`config.mk`:
```
export PLATFORM = sky130hd
export DESIGN_NAME = pb_reset_sequencer
export DESIGN_NICKNAME = d
export VERILOG_FILES = /design/src/rtl/pb_reset_sequencer.sv
export SDC_FILE = /design/constraint.sdc
export NUM_CORES = 1
export LEC_CHECK = 0
export CORE_ASPECT_RATIO = 1.1
export CORE_UTILIZATION = 55
export CTS_CLUSTER_DIAMETER = 80
export DETAILED_ROUTE_END_ITERATION = 7
export DONT_BUFFER_PORTS = 1
export GPL_ROUTABILITY_DRIVEN = 1
export HOLD_SLACK_MARGIN = 0.03
export PLACE_DENSITY = 0.66
export SYNTH_ARGS = -nofsm -noshare
export SYNTH_HDL_FRONTEND = slang
export SYNTH_SLANG_ARGS = --single-unit
```
`constraint.sdc`:
```
create_clock -name SYS_CLK -period 3.9 [get_ports SYS_CLK]
set_input_delay 0.78 -clock SYS_CLK [delete_from_list [all_inputs] [get_ports SYS_CLK]]
set_output_delay 0.78 -clock SYS_CLK [all_outputs]
set_load 0.1 [all_outputs]
```
`src/rtl/pb_reset_sequencer.sv`:
```
// Pushbutton front end (sync, debounce, press/release edges) driving a staged reset release.
// Optional long-press detection is built only when PB_LONG_PRESS_EN is defined.
//
// state   | meaning
// --------+-----------------------------------------------------------
// S_HOLD    | reset button held (or just out of reset): all stages in reset
// S_STAGGER | releasing stages one by one, RST_GAP_CYCLES apart
// S_DONE    | every stage released, rst_done_o high
module pb_reset_sequencer #(
    parameter int NUM_PB            = 4,
    parameter int DEBOUNCE_CYCLES   = 50_000,
    parameter int RST_CH            = 0,
    parameter int NUM_RST           = 3,
    parameter int RST_GAP_CYCLES    = 50_000,
    parameter int LONG_PRESS_CYCLES = 100_000_000
) (
    input  logic               SYS_CLK,
    input  logic               reset_n,
    input  logic [NUM_PB-1:0]  pb_n_i,
    output logic [NUM_PB-1:0]  pb_level_o,
    output logic [NUM_PB-1:0]  pb_press_o,
    output logic [NUM_PB-1:0]  pb_release_o,
    output logic [NUM_RST-1:0] rst_n_o,
    output logic               rst_done_o,
    output logic [NUM_PB-1:0]  long_press_o
);

    localparam int DB_W  = $clog2(DEBOUNCE_CYCLES + 1);
    localparam int GAP_W = $clog2(RST_GAP_CYCLES + 1);
    localparam int IDX_W = (NUM_RST > 1) ? $clog2(NUM_RST) : 1;

    localparam logic [DB_W-1:0]  DB_MAX   = DB_W'(DEBOUNCE_CYCLES - 1);
    localparam logic [GAP_W-1:0] GAP_MAX  = GAP_W'(RST_GAP_CYCLES - 1);
    localparam logic [IDX_W-1:0] IDX_LAST = IDX_W'(NUM_RST - 1);

    // Synchroniser stores the inverted button so the reset value means "not pressed"
    logic [NUM_PB-1:0] sync_meta;
    logic [NUM_PB-1:0] sync_q;

    always_ff @(posedge SYS_CLK or negedge reset_n) begin
        if (!reset_n) begin
            sync_meta <= '0;
            sync_q    <= '0;
        end else begin
            sync_meta <= ~pb_n_i;
            sync_q    <= sync_meta;
        end
    end

    for (genvar i = 0; i < NUM_PB; i++) begin : g_ch
        logic [DB_W-1:0] db_cnt;
        logic            level_q;
        logic            press_q;
        logic            rel_q;

        always_ff @(posedge SYS_CLK or negedge reset_n) begin
            if (!reset_n) begin
                db_cnt  <= '0;
                level_q <= 1'b0;
                press_q <= 1'b0;
                rel_q   <= 1'b0;
            end else begin
                press_q <= 1'b0;
                rel_q   <= 1'b0;
                if (sync_q[i] == level_q) begin
                    db_cnt <= '0;
                end else if (db_cnt == DB_MAX) begin
                    db_cnt  <= '0;
                    level_q <= sync_q[i];
                    press_q <= sync_q[i];
                    rel_q   <= ~sync_q[i];
                end else begin
                    db_cnt <= db_cnt + 1'b1;
                end
            end
        end

        assign pb_level_o[i]   = level_q;
        assign pb_press_o[i]   = press_q;
        assign pb_release_o[i] = rel_q;

`ifdef PB_LONG_PRESS_EN
        localparam int LP_W = $clog2(LONG_PRESS_CYCLES + 1);
        localparam logic [LP_W-1:0] LP_MAX  = LP_W'(LONG_PRESS_CYCLES - 1);
        localparam logic [LP_W-1:0] LP_SAT  = LP_W'(LONG_PRESS_CYCLES);

        logic [LP_W-1:0] lp_cnt;
        logic            lp_pulse;

        // Counter parks at LP_SAT so a single press fires at most once
        always_ff @(posedge SYS_CLK or negedge reset_n) begin
            if (!reset_n) begin
                lp_cnt   <= '0;
                lp_pulse <= 1'b0;
            end else begin
                lp_pulse <= 1'b0;
                if (!level_q) begin
                    lp_cnt <= '0;
                end else if (lp_cnt == LP_MAX) begin
                    lp_cnt   <= LP_SAT;
                    lp_pulse <= 1'b1;
                end else if (lp_cnt != LP_SAT) begin
                    lp_cnt <= lp_cnt + 1'b1;
                end
            end
        end

        assign long_press_o[i] = lp_pulse;
`else
        assign long_press_o[i] = 1'b0;
`endif
    end

    typedef enum logic [1:0] {
        S_HOLD    = 2'd0,
        S_STAGGER = 2'd1,
        S_DONE    = 2'd2
    } state_t;

    state_t             state_q, state_d;
    logic [IDX_W-1:0]   idx_q,   idx_d;
    logic [GAP_W-1:0]   gap_q,   gap_d;
    logic [NUM_RST-1:0] rst_q,   rst_d;
    logic               done_q,  done_d;
    logic               rst_req;

    assign rst_req = pb_level_o[RST_CH];

    always_ff @(posedge SYS_CLK or negedge reset_n) begin
        if (!reset_n) begin
            state_q <= S_HOLD;
            idx_q   <= '0;
            gap_q   <= '0;
            rst_q   <= '0;
            done_q  <= 1'b0;
        end else begin
            state_q <= state_d;
            idx_q   <= idx_d;
            gap_q   <= gap_d;
            rst_q   <= rst_d;
            done_q  <= done_d;
        end
    end

    always_comb begin
        state_d = state_q;
        idx_d   = idx_q;
        gap_d   = gap_q;
        rst_d   = rst_q;
        done_d  = done_q;
        case (state_q)
            S_HOLD: begin
                idx_d  = '0;
                gap_d  = '0;
                rst_d  = '0;
                done_d = 1'b0;
                if (!rst_req) begin
                    state_d = S_STAGGER;
                end
            end
            S_STAGGER: begin
                if (rst_req) begin
                    state_d = S_HOLD;
                    idx_d   = '0;
                    gap_d   = '0;
                    rst_d   = '0;
                    done_d  = 1'b0;
                end else if (gap_q == GAP_MAX) begin
                    gap_d        = '0;
                    rst_d[idx_q] = 1'b1;
                    if (idx_q == IDX_LAST) begin
                        state_d = S_DONE;
                        done_d  = 1'b1;
                    end else begin
                        idx_d = idx_q + 1'b1;
                    end
                end else begin
                    gap_d = gap_q + 1'b1;
                end
            end
            S_DONE: begin
                if (rst_req) begin
                    state_d = S_HOLD;
                    idx_d   = '0;
                    gap_d   = '0;
                    rst_d   = '0;
                    done_d  = 1'b0;
                end
            end
            default: begin
                state_d = S_HOLD;
                idx_d   = '0;
                gap_d   = '0;
                rst_d   = '0;
                done_d  = 1'b0;
            end
        endcase
    end

    assign rst_n_o    = rst_q;
    assign rst_done_o = done_q;

endmodule

```
Word level (Yosys, flattened, before mapping)
Index checks and enable logic that the tools add are counted.

Flip-flop bits (word level): 108. Output and inout bits: 20.

Reductions and logical operators: 10. Add/sub/neg operators: 6. Muxes and demuxes: 49. Equal/unequal tests: 17. Bitwise operators: 10. Magnitude comparators: 2.

Operators with widths (count): 16-bit 2-to-1 mux (11); 16-bit by 1-bit adder with 16-bit output (second input constant) (5); 16-bit equality test (second input constant) (5); 16-bit one-hot mux with 2 select lines (1); 1-bit 2-to-1 mux (21); 2-bit 2-to-1 mux (8); 2-bit AND reduction (5); 3-bit 2-to-1 mux (3); 3-bit inequality test (second input constant) (3); 1-bit inverter (8); 2-bit one-hot mux with 3 select lines (1); 3-bit one-hot mux with 2 select lines (1); 3-bit AND reduction (2); 1-bit equality test (4); 2-bit equality test (second input constant) (2); 2-bit inequality test (second input constant) (2); 4-bit inverter (1); 2-bit one-hot mux with 2 select lines (1); 4-bit AND reduction (1); 2-bit by 3-bit < comparator with 1-bit output (second input constant) (1); 3-bit OR (1); 2-bit by 1-bit adder with 2-bit output (second input constant) (1); 1-bit demux with 2-bit select (1); 2-bit by 1-bit equality test with 1-bit output (second input constant) (1); other kinds (4) (4).

Logic depth before layout (Yosys ltp)
Gate-level depths: netlist of the first run.

Word-level depth: 8. Depth in mapped cells: 6.

Worst setup path after synthesis of the first run
No wires, ideal clock.

Path type: register to output. Start: register done_q (netlist: rst_done_o). End: output rst_done_o. Slack: 2222 ps. Stages on the path, launching flop included: 1. Path buffers: 0. Data arrival time: 898 ps. Required time: 3120 ps. Path through: dfrtp_1.

RTL lines: from (decl) (RTL line 124) `logic done_q, done_d;`; from (signal assigned) (RTL line 141) `done_q <= done_d;`; to (decl) (RTL line 24) `output logic rst_done_o,`.

No word-level cell between the ends.

Worst setup path in the final report of the first run
Start: register g_ch[0].level_q. End: register done_q (netlist: rst_done_o).

Word-level cells in the longest chain between the ends: 2.

Ends and longest elaborated chain: from (decl) (RTL line 52) `logic level_q;`; from (signal assigned) (RTL line 69) `level_q <= sync_q[i];`; 3-bit inequality test (no source line), or another cell as far along; 3-bit AND reduction (no source line) or 1-bit one-hot mux with 2 select lines (tied branches).

Parallel ways exist; a longest one is shown, timed or not. A chain may end at the register's enable or synchronous reset.

==> run metrics, run 1 <==
drt initial violations 87; Critical Path Sink rst_done_o; aggregate global routing overflow 0; setup-violating endpoint count in the final report 0; Max rail drop VDD ~0.00017 V; FP Rows 37; HPWL after detailed placement 5.609 mm; Final Routed Wirelength 8.309 mm; total of buffers placed on input and output ports 0; count of vias placed by the detailed router roughly 3.2k; reported net switching power 418.4 uW; share of power burned in registers just over 60%; Max stage delay cell, worst path dfrtp_1; largest net degree at the start of global routing around 110; Power per Cell Area 347.6 nW/um2; per-cell routed wire length roughly 14 um; average via count per standard cell 5.311; number of post-CTS setup repair buffers 0; Power Total 1.897 mW; setup repair after global routing missed its margin no; ordered cell list for the critical path nor2_2 > and2_1 > a21oi_4 > a21oi_1 > nor2_1; share of synthesized area occupied by flip-flops and latches 51.29%; worst reg2reg startpoint g_ch[0].level_q; number of antenna violations at the first check in global routing 0; area delta synth->final 3.562%; antenna viol nets, final 0; register-to-register path setup slack 1.57 ns; Routability Congestion 0.7746; post-synthesis instance total between 400 and 500; number of enable flip-flop cells after synthesis 0; HP Class input pin to async pin; critical path startpoint g_ch[0].level_q; Synth Area in Compound Gates about 2.4%; multi-input combinational cell area 2322 um2; insertion delay to the later sink of the worst-skew pair 0.36 ns; Final nets 500; status finished, final reports clean; DRC violations left 0; final hold viol count 0; chip height around 100 um; Synth Area in Adders under 10%; antenna diode count 0; cell leakage power 2.372 nW; hold bufs inserted after CTS 0; crit path max fanout 14; global router's overall resource usage 18.82%; net switching share of the total power 22.06%; post-synthesis instance area 5269 um2; mean instance size in the synthesized netlist about 11 um2; most frequent standard cell in the layout excluding fill and tap cells dfrtp_1; worst rel slew slack between 20% and 30%; portion of netlist area occupied by mux cells 1.045%; full die area 9975 um2; fraction of layout instances using a drive strength above 1 roughly 15%; Post-CTS Resized 0; initial core utilization 56.34%; post-synthesis async set-or-reset flop share 100.0%; part of the power in combinational logic under 10%; slew at the pin with the worst max-slew slack around 1.1 ns; shortest clock period the worst path allows after layout 2.329 ns; Setup CP Type flop to flop; detailed-router iteration count before antenna repair 4; Crit path required time approximately 4.2 ns; I/O pin total 26; final clock period utilization by the worst path between 50% and 60%; Clk Tree Root Cell clkbuf_8; kind of start point of the critical path flop; depth of the CTS H-tree 3; crit-path max cell delay 1.10 ns; x dimension of the die 95.32 um; vias in the first global route 3,248; max-slew violation count 0; capture instance of the worst register-to-register path rst_done_o; Post-Synth Simple-Gate Area 26.76%; clock buffers created by TritonCTS 9; Yosys warnings 0; Achievable Freq between 400 and 500 MHz; core footprint 9351 um2; count of fill cells added during filler insertion slightly above 800; main combinational cell family by area after synthesis simple AND/OR/NAND/NOR gates; Fin Setup TNS 0 ns; clock-pin slew on the worst setup and hold paths 0.11 ns; maximum clock insertion buffer count 2; cell count of the worst reg-to-reg path 5; crit path DAT ~2.6 ns; internal power 1.478 mW; TritonCTS clock tree built; area taken by flip-flops and latches 2703 um2; setup clock skew after layout 0.01202 ns; CP endpoint kind flop; top library cells by usage in the layout, fill and taps aside dfrtp_1, nor2_1, xnor2_1; count of different cell masters after synthesis 48; XOR/XNOR share of the synthesized area between 10% and 20%; Top FF cell, synth dfrtp_1; number of maximum-capacitance violations 0; global-route wire length before repair 14.75 mm; clock share of power a little under two fifths; register bit count reported by yosys 108; sink count of the clock tree 108
## worst max-delay path: cells and delay by family (launching register included)
kind | cells | cell delay [ns]
flops | 1 | 1.10
simple gates | 3 | 0.53
compound gates | 2 | 0.63
## routing by layer
| layer | share of wire [%] | track usage (%) | vias to the layer above | routed length [um] |
|---|---|---|---|---|
| met4 | 0.94 | 6.169 | 0 | 78 |
| met1 | 49 | 26.85 | 1587 | 4033 |
| met5 | 0 | 0 | - | 0 |
| li1 | - | - | 1600 | - |
| met3 | 2.5 | 4.148 | 8 | 211 |
| met2 | 48 | 28.37 | 34 | 3985 |
## sequential cells by signal, indices dropped and copies added (netlist names)
| name | count |
|---|---|
| rst_done_o | 1 |
| sync_meta | 4 |
| g_ch.db_cnt | 64 |
| g_ch.level_q | 4 |
| sync_q | 4 |
| rst_n_o | 3 |
| state_q | 2 |
| g_ch.press_q | 4 |
| g_ch.rel_q | 4 |
| idx_q | 2 |
| gap_q | 16 |
## cell usage after synthesis, types with 2 or more instances
cell | number | area (um2)
dfrtp_1 | 108 | 2703
nor2_1 | 85 | 319.1
xnor2_1 | 48 | 420.4
nand2_1 | 30 | 112.6
xor2_1 | 22 | 192.7
and3_1 | 21 | 131.4
buf_4 | 21 | 157.7
inv_1 | 20 | 75.07
nand3_1 | 17 | 85.08
nor2_2 | 14 | 87.58
nor3_1 | 11 | 55.05
nand3_2 | 9 | 90.09
nand4_1 | 9 | 56.30
ha_1 | 8 | 100.1
nor3_2 | 8 | 80.08
nor3b_1 | 8 | 60.06
a21oi_1 | 6 | 30.03
mux2_2 | 4 | 45.04
nor4b_1 | 4 | 35.03
o21ai_0 | 4 | 20.02
nand2_2 | 3 | 18.77
nor3_4 | 3 | 48.80
or3_4 | 3 | 33.78
a32o_1 | 2 | 20.02
buf_6 | 2 | 22.52
nand4_2 | 2 | 25.02
nor4_4 | 2 | 42.54
## power groups by stage
stage          sequential [mW]  clock (mW)  combinational (mW)
2_1_floorplan             1.16           0              0.0462
3_3_place_gp              1.17           0              0.0455
3_5_place_dp              1.17           0              0.0461
4_1_cts                   1.15       0.732              0.0465
5_1_grt                   1.15       0.777              0.0511
6_report                  1.14       0.706              0.0459
## worst min-delay path by stage
stage | startpoint | endpoint | slack [ns] | cells past startpoint
4_1_cts | reset_n | g_ch[0].rel_q | 0.08 | 0
3_5_place_dp | sync_meta[0] | sync_q[0] | 0.34 | 0
2_1_floorplan | sync_meta[0] | sync_q[0] | 0.33 | 0
6_report | reset_n | g_ch[3].db_cnt[15] | 0.10 | 0
5_1_grt | reset_n | g_ch[3].db_cnt[13] | 0.07 | 0
3_3_place_gp | sync_meta[0] | sync_q[0] | 0.33 | 0
## cell families after synthesis
family	count (synthesis)
fa+ha+maj	8
other cells	1
flops	108
mux	5
xor+xnor	70
buf+inv	43
simple gates	241
compound gates	19
## cell type report
class	instances	area share, %
sequential	108	49.53
multi-input combinational	347	42.56
clock buffer	11	2.775
tap	117	2.683
inverter	20	1.376
clock inverter	5	1.078
## per-stage QoR
| step | hold slack, ns | setup slack, ns | cell area (um2) | utilization (%) | cells |
|---|---|---|---|---|---|
| 2_1_floorplan | 0.3312 | 2.222 | 5280 | - | 498 |
| 3_3_place_gp | 0.3312 | 1.632 | 5246 | 56.10 | 592 |
| 3_5_place_dp | 0.3358 | 1.574 | 5246 | 56.10 | 592 |
| 4_1_cts | 0.07842 | 1.544 | 5456 | 58.35 | 608 |
| 5_1_grt | 0.07062 | 1.409 | 5456 | 58.35 | 608 |
| 6_report | 0.1036 | 1.571 | 5456 | 58.35 | 608 |
Note: power is estimated with default switching activity, not from simulation.
==> inputs of run 2 (changes only) <==
- clock period: 3.9 -> 2.4 ns (I/O delays scaled with it)
==> run 2 against run 1 <==
  * The flow now finishes with violations (negative hold slack)
  * Die area stayed put
  * Cell count increased by 2.8%
  * Cell area increased by 1.7%
  * Worst hold slack got worse by 0.30 ns
  * Clock power increased by 41%
  * Sequential power grew 63%
  * Wire length about the same
  * Non-clock buffer count grew 17
  * Critical endpoint unchanged
  * Combinational power rose by 65%
==> run metrics, run 2 (synthesized netlist as in run 1, its figures left out) <==
WHS -0.2004 ns; most frequent standard cell in the layout excluding fill and tap cells dfrtp_1; slew at the pin with the worst max-slew slack 0.5902 ns; design area 5548 um2; antenna viol nets, final 0; status finished with violations; antenna diode count 0; detailed-router iteration count before antenna repair 4; HPWL after detailed placement about 5.7 mm; register-to-register path setup slack 0.50 ns; count of vias placed by the detailed router around 3.3k; crit path DAT 2.20 ns; flip-flop count of the largest register after layout 64; depth of the CTS H-tree 3; average via count per standard cell 5.277; Power Total 2.930 mW; largest register by flop count g_ch.db_cnt; full die area ~10000 um2; area delta synth->final 5.296%; global router's overall resource usage a little under a fifth; setup repair after global routing missed its margin no; crit-path max cell delay 0.47 ns; fraction of layout instances using a drive strength above 1 17.52%; Worst Setup Slack post-DPL 0.4997 ns; FP Rows 37; drt initial violations 115; cell count of the worst reg-to-reg path 6; final hold viol count 108; final standard cell count with taps included and fillers excluded roughly 630; critical path startpoint gap_q[0]; Fin Setup TNS 0 ns; number of maximum-capacitance violations 0; worst reg2reg startpoint gap_q[0]; largest net degree at the start of global routing 109; number of placed instances with taps included 609; initial core utilization roughly 56%; chip height 104.7 um; HP Class input pin to async pin; max-slew violation count 0; shortest clock period the worst path allows after layout 1.904 ns; Final Routed Wirelength between 8 and 9 mm; Worst Setup Slack, final 0.4965 ns; kind of start point of the critical path flop; cell leakage power 2.445 nW; Max stage delay cell, worst path a21oi_4; x dimension of the die 95.32 um; maximum clock insertion buffer count 2; clock buffers created by TritonCTS 9; aggregate global routing overflow 0; Max rail drop VDD between 0.0002 and 0.0003 V; per-cell routed wire length between 10 and 15 um; setup-violating endpoint count in the final report 0; Final nets 517; Setup CP Type flop to flop; number of antenna violations at the first check in global routing 0; crit path max fanout 14; Crit path required time 2.70 ns; Routability Congestion between 0.8 and 0.9; ordered cell list for the critical path ha_1 > and4b_4 > nand4_4 > a21oi_4 > a21oi_1 > nor2_1; I/O pin total 26; total of buffers placed on input and output ports 0; clock-pin slew on the worst setup and hold paths 0.10 ns; insertion delay to the later sink of the worst-skew pair between 0.3 and 0.4 ns; sink count of the clock tree about 110; final core utilization 59.33%; DRC violations left 0; violated checks negative hold slack; core footprint approximately 9400 um2; global-route wire length before repair 14.88 mm; worst rel slew slack between 60% and 70%; Power per Cell Area roughly 530 nW/um2; placed standard-cell area 5374 um2; largest registers in the final layout g_ch.db_cnt (64), gap_q (16); vias in the first global route 3,322; CP endpoint kind flop; setup clock skew after layout 0.009229 ns; final clock period utilization by the worst path 79.31%; top library cells by usage in the layout, fill and taps aside dfrtp_1, nor2_1, xnor2_1; Clk Tree Root Cell clkbuf_8; capture instance of the worst register-to-register path rst_done_o; Achievable Freq 525.3 MHz; Critical Path Sink rst_done_o; TritonCTS clock tree built
## run 2: power breakdown
part	switching, mW	total, mW	leakage (nW)	internal [mW]
sequential	0.0190	1.86	1.47	1.84
clock	0.613	0.994	0.0820	0.381
combinational	0.0562	0.0757	0.897	0.0195
## run 2: final cells by class
class,count,area (um2)
clock inverters,7,50.05
multi-input cells,347,2322
inverters,20,75.07
well taps,117,146.4
clock buffers,9,123.9
flip-flops and latches,108,2703
fillers,803,3804
repair buffers,17,127.6
## run 2: worst min path at each step
stage,from,endpoint,slack (ns),depth (start not counted)
after floorplan,reset_n,g_ch[0].db_cnt[0],0.18,0
after global placement,reset_n,g_ch[3].db_cnt[13],0.19,0
after detailed placement,reset_n,g_ch[3].db_cnt[13],0.19,0
after CTS,reset_n,g_ch[3].level_q,-0.23,0
after global routing,reset_n,g_ch[3].db_cnt[13],-0.23,0
final,reset_n,g_ch[3].db_cnt[13],-0.20,0
## run 2: worst max-delay path: cells and delay by family (launching register included)
family / cells / cell delay, ns
flops: 1 / 0.42
compound gates: 2 / 0.61
fa+ha+maj: 1 / 0.26
simple gates: 3 / 0.56
## run 2: timing repair
| item | CTS | global route |
|---|---|---|
| setup endpoints to repair | 0 | 0 |
| hold endpoints to repair | 108 | 108 |
| gates resized for setup | 0 | 0 |
| setup buffers | 0 | 0 |
## run 2: per-layer routing
metal,vias up,GRT usage (%),part of all wire (%)
met5,-,0,0
met4,0,7.792,1.4
met3,9,3.712,2.7
met2,35,28.72,48
met1,1619,26.65,48
li1,1635,-,-
